<file path="config.mk">
export PLATFORM = sky130hd
export DESIGN_NAME = conv_operand_loader
export DESIGN_NICKNAME = d
export VERILOG_FILES = /design/src/rtl/conv_operand_loader.sv
export SDC_FILE = /design/constraint.sdc
export NUM_CORES = 1
export LEC_CHECK = 0
export BUFFER_PORTS_ARGS = -buffer_cell sky130_fd_sc_hd__buf_2
export CORE_ASPECT_RATIO = 0.8
export CORE_MARGIN = 2
export CORE_UTILIZATION = 47
export DETAILED_ROUTE_END_ITERATION = 10
export PLACE_DENSITY_LB_ADDON = 0.25
export SLEW_MARGIN = 25
export SYNTH_ARGS = -nofsm -noshare
export SYNTH_HDL_FRONTEND = slang
export SYNTH_SLANG_ARGS = --single-unit
</file>
<file path="constraint.sdc">
create_clock -name clk -period 1.6 [get_ports clk]
set_input_delay 0.24 -clock clk [delete_from_list [all_inputs] [get_ports clk]]
set_output_delay 0.24 -clock clk [all_outputs]
set_load 0.02 [all_outputs]
</file>
<file path="src/rtl/conv_operand_loader.sv">
// Operand loader for single_process_array: assembles a 25-beat frame (a11..a44, b11..b33)
// from a valid/ready byte stream, launches the array and waits for done. Optional RUN watchdog: LOADER_TIMEOUT_EN.
//
// state | meaning
// LOAD  | accepting frame beats, writing operand[cnt]
// RUN   | operands frozen, active_single high, waiting for done_single
// DRAIN | frame overran 25 beats; discarding beats until in_last
module conv_operand_loader #(
    parameter int DATA_W         = 8,
    parameter int TIMEOUT_CYCLES = 64
) (
    input  logic              clk,
    input  logic              rst,
    input  logic              in_valid,
    output logic              in_ready,
    input  logic [DATA_W-1:0] in_data,
    input  logic              in_last,
    input  logic              done_single,
    output logic              active_single,
    output logic [DATA_W-1:0] a11, a12, a13, a14,
    output logic [DATA_W-1:0] a21, a22, a23, a24,
    output logic [DATA_W-1:0] a31, a32, a33, a34,
    output logic [DATA_W-1:0] a41, a42, a43, a44,
    output logic [DATA_W-1:0] b11, b12, b13,
    output logic [DATA_W-1:0] b21, b22, b23,
    output logic [DATA_W-1:0] b31, b32, b33,
    output logic              frame_err,
    output logic [7:0]        frames_done
);

    typedef enum logic [1:0] {LOAD, RUN, DRAIN} state_t;

    localparam logic [4:0] LAST_BEAT = 5'd24;

    state_t            state;
    logic [4:0]        cnt;
    logic [DATA_W-1:0] ops [25];
    logic              ready_en;
    logic              fire;

    // ready_en holds in_ready low throughout reset while keeping it a function of registered state
    assign in_ready = ready_en && (state != RUN);
    assign fire     = in_valid && in_ready;

`ifdef LOADER_TIMEOUT_EN
    localparam int TMR_W = $clog2(TIMEOUT_CYCLES + 1);
    localparam logic [TMR_W-1:0] TMR_LOAD = TMR_W'(TIMEOUT_CYCLES - 1);
    logic [TMR_W-1:0] tmr;
`else
    // Watchdog absent in this build; the parameter stays referenced so both builds share one interface.
    if (TIMEOUT_CYCLES < 0) begin : g_no_timeout
    end
`endif

    always_ff @(posedge clk or negedge rst) begin
        if (!rst) begin
            state         <= LOAD;
            cnt           <= '0;
            ready_en      <= 1'b0;
            active_single <= 1'b0;
            frame_err     <= 1'b0;
            frames_done   <= '0;
            for (int i = 0; i < 25; i++) ops[i] <= '0;
`ifdef LOADER_TIMEOUT_EN
            tmr           <= '0;
`endif
        end else begin
            ready_en <= 1'b1;
            case (state)
                LOAD: begin
                    if (fire) begin
                        ops[cnt] <= in_data;
                        if (cnt == LAST_BEAT) begin
                            cnt <= '0;
                            if (in_last) begin
                                state         <= RUN;
                                active_single <= 1'b1;
`ifdef LOADER_TIMEOUT_EN
                                tmr           <= TMR_LOAD;
`endif
                            end else begin
                                frame_err <= 1'b1;
                                state     <= DRAIN;
                            end
                        end else if (in_last) begin
                            frame_err <= 1'b1;
                            cnt       <= '0;
                        end else begin
                            cnt <= cnt + 5'd1;
                        end
                    end
                end
                DRAIN: begin
                    if (fire && in_last) begin
                        state <= LOAD;
                        cnt   <= '0;
                    end
                end
                RUN: begin
                    if (done_single) begin
                        active_single <= 1'b0;
                        frames_done   <= frames_done + 8'd1;
                        state         <= LOAD;
`ifdef LOADER_TIMEOUT_EN
                    end else if (tmr == '0) begin
                        active_single <= 1'b0;
                        frame_err     <= 1'b1;
                        state         <= LOAD;
                    end else begin
                        tmr <= tmr - 1'b1;
`endif
                    end
                end
                default: begin
                    state         <= LOAD;
                    cnt           <= '0;
                    active_single <= 1'b0;
                end
            endcase
        end
    end

    assign a11 = ops[0];   assign a12 = ops[1];   assign a13 = ops[2];   assign a14 = ops[3];
    assign a21 = ops[4];   assign a22 = ops[5];   assign a23 = ops[6];   assign a24 = ops[7];
    assign a31 = ops[8];   assign a32 = ops[9];   assign a33 = ops[10];  assign a34 = ops[11];
    assign a41 = ops[12];  assign a42 = ops[13];  assign a43 = ops[14];  assign a44 = ops[15];
    assign b11 = ops[16];  assign b12 = ops[17];  assign b13 = ops[18];
    assign b21 = ops[19];  assign b22 = ops[20];  assign b23 = ops[21];
    assign b31 = ops[22];  assign b32 = ops[23];  assign b33 = ops[24];

endmodule

</file>
==> results_dict.tcl <==
set metrics [dict create \
    fmax_ghz 0.5777 \
    clk_pin_slew_worst_paths_ns 0.07 \
    p_per_area_mw_per_mm2 1608 \
    place_inst 1010 \
    drv_slew 0 \
    worstPathMaxFanout 4 \
    dr.first_iter.drc_count 183 \
    cts_max_level 1 \
    status "finished with violations" \
    grt_use_met1_pct 32.12 \
    ios 224 \
    multi_input_area_mm2 0.003227 \
    cts_tree "yes" \
    finalCriticalPeriod_ns 1.731 \
    hold_viol 0 \
    synth_area_leader_cell "dfrtp_1" \
    dieArea_mm2 0.01906 \
    drc 0 \
    regArea_mm2 0.005458 \
    drt-pass1-iter-count 4 \
    nFillCells 1260 \
    hold_class "input port to register" \
    grt_pass1_vias 5881 \
    maxSlewHeadroom_pct 55.60 \
    yosys_most_used_dff "dfrtp_1" \
    grt_pass1_wl_mm 34.05 \
    initial_utilization_pct 48.28 \
    async_reset_ff_share_pct 100.0 \
    synth_top_area_share_pct 64.62 \
    most-common-layout-cells "buf_2 (221), dfrtp_1 (216), mux2_2 (191)" \
    violations "setup timing" \
    gp_congestion 0.7587 \
    syn_inst 545 \
    cp-start-kind "register" \
    setup_violations 158 \
    ir_drop_mv 1.065 \
    wl_per_cell_um 20.81 \
    worst_pin_slew_ns 0.6660 \
    critPathBufInv 2 \
    finalInstanceArea_mm2 0.01157 \
    drt_wl_total_mm 22.12 \
    critPathTopFamily "flip-flops" \
    finalClockSkew_ns 0.02018 \
    cts_buffers 21 \
    grt_busiest_layer "met2" \
    portBuffers 223 \
    place_area_mm2 0.01036 \
    use_met2_pct 38.43 \
    cp-end-kind "register" \
    p_total_mw 18.61 \
    syn-mean-instance-area_um2 15.49 \
    cellLeakagePower_nw 6.390 \
    n_antenna_cell 0 \
    syn_nets 563 \
    fin_setup_tns_ns -7.921 \
    ys_seq_elements 218 \
    core_area_mm2 0.01749 \
    cts_sinks 218 \
    grtUsageMet3_pct 4.280 \
    grt_usage_pct 23.13 \
    finalNonFillerCells 1063 \
    synth_area_leaders "dfrtp_1 (65%), mux2_2 (25%), mux2_1 (1.2%), nand2_1 (1.2%), clkbuf_1 (0.80%)" \
    area_delta_synth_final_pct 37.10 \
    antenna_left 0 \
    yosysWarnings 0 \
    postLayoutSetupSlackWorst_ns -0.1309 \
    cts-root-buf "clkbuf_16" \
    num_rows 43 \
    mostFrequentLayoutCell "buf_2" \
    cts_buffer_depth 3 \
    yosysSeqAreaShare_pct 64.62 \
    reg2reg_slack_ns -0.13 \
    antenna_found_initial 0 \
    crit_slowest_cell "dfrtp_1" \
    vias_per_cell 5.271 \
    synth_edf_count 0 \
    grt-ovfl-total 0 \
    crit_required_ns 1.97 \
    via_count 5603 \
    crit_path_max_incr_delay_ns 0.41 \
    grt_max_degree 51 \
    die_w_um 153.8 \
    critPathKind "register to register" \
    layout.nets 842 \
    insertion_delay_ns 0.50 \
    cap_violations 0 \
    netlist_area_mm2 0.008442 \
    fp.dieH_um 123.9 \
    period_share_pct 108.2 \
    hpwl_mm 14.78 \
    rsz0062_at_grt "yes" \
    crit_chain "inv_2, ha_4, nand4b_1, buf_4, nor3b_2, a32o_1, a21o_1" \
    synth.distinct_cells 35 \
    crit_arrival_ns 2.10 \
    drive_gt1_share_pct 68.74 \
]
## cell usage after synthesis, types with 2 or more instances
cell type	number
a211o_1	2
a21o_1	2
a21oi_1	2
a32o_1	2
and3_1	8
and3b_1	3
buf_2	6
clkbuf_1	18
dfrtp_1	218
ha_1	5
inv_1	5
mux2_1	9
mux2_2	191
nand2_1	27
nand2_2	4
nand2b_1	2
nand3_1	6
nand4_1	2
nor2_1	5
nor3_1	3
nor3b_1	2
nor3b_2	2
o21ai_0	3
xnor2_1	6
xor2_1	2
## worst paths after layout
kind / start / to / cells past startpoint
min in group asynchronous: rst / frames_done[2] / 2
max reg2reg: cnt[1] / cnt[2] / 7
min: done_single / state[0] / 3
max in group asynchronous: rst / cnt[3] / 3
max: cnt[1] / cnt[2] / 7
min reg2reg: frame_err / frame_err / 1
## kinds of logic (layout without fill, tap and decap cells)
logic type,after synthesis,after routing,share of synthesized area (%)
xor gates and xnor gates,8,8,0.8300
DFF,218,218,64.62
other,1,1,0.04442
AOI/OAI and AO/OA,13,13,1.156
and+or+nand+nor,69,69,4.402
buffers and inverters,31,324,1.527
adders and majority gates,5,5,0.7411
muxes,200,200,26.68
## worst min-delay path, cell delays in order
cell	delay, ns
buf_2	0.10
nand2b_1	0.10
a21oi_1	0.06
## power breakdown
group          internal, mW  total [mW]  switching [mW]
sequential             6.85        7.63           0.783
combinational          2.53        5.94            3.41
clock                  2.97        5.04            2.07
total                  12.3        18.6            6.27
## per-layer routing
metal / wire length [um] / vias up
met5: 0 / -
met4: 467 / 0
met3: 1262 / 33
met2: 10720 / 179
met1: 9677 / 2902
li1: - / 2489
## area by class of cell
type / count / share of cell area [%]
Clock inverter: 10 / 0.9405
Tap cell: 225 / 2.432
Multi-Input combinational cell: 296 / 27.88
Timing Repair Buffer: 282 / 16.26
Clock buffer: 27 / 5.168
Sequential cell: 218 / 47.16
Inverter: 5 / 0.1622
## what timing repair did
item                                   CTS  global route
pin swaps                                7            17
buffers inserted                        12             7
endpoints found under the hold margin   42             0
setup endpoints to repair              206           189
resized for setup                       54            47
gates cloned                             0             0
hold buffers                             1             0
## per-stage QoR
| step | util, % | setup slack [ns] | hold slack, ns |
|---|---|---|---|
| after CTS | 64.82 | -0.08546 | 0.04908 |
| after global placement | 59.23 | -0.2904 | 0.2333 |
| final | 66.19 | -0.1309 | 0.06620 |
| after global routing | 66.19 | -0.1693 | 0.07145 |
| after detailed placement | 59.23 | -0.3668 | 0.2369 |
| after floorplan | - | -0.01853 | -0.05559 |
(Power assumes the default switching activity.)
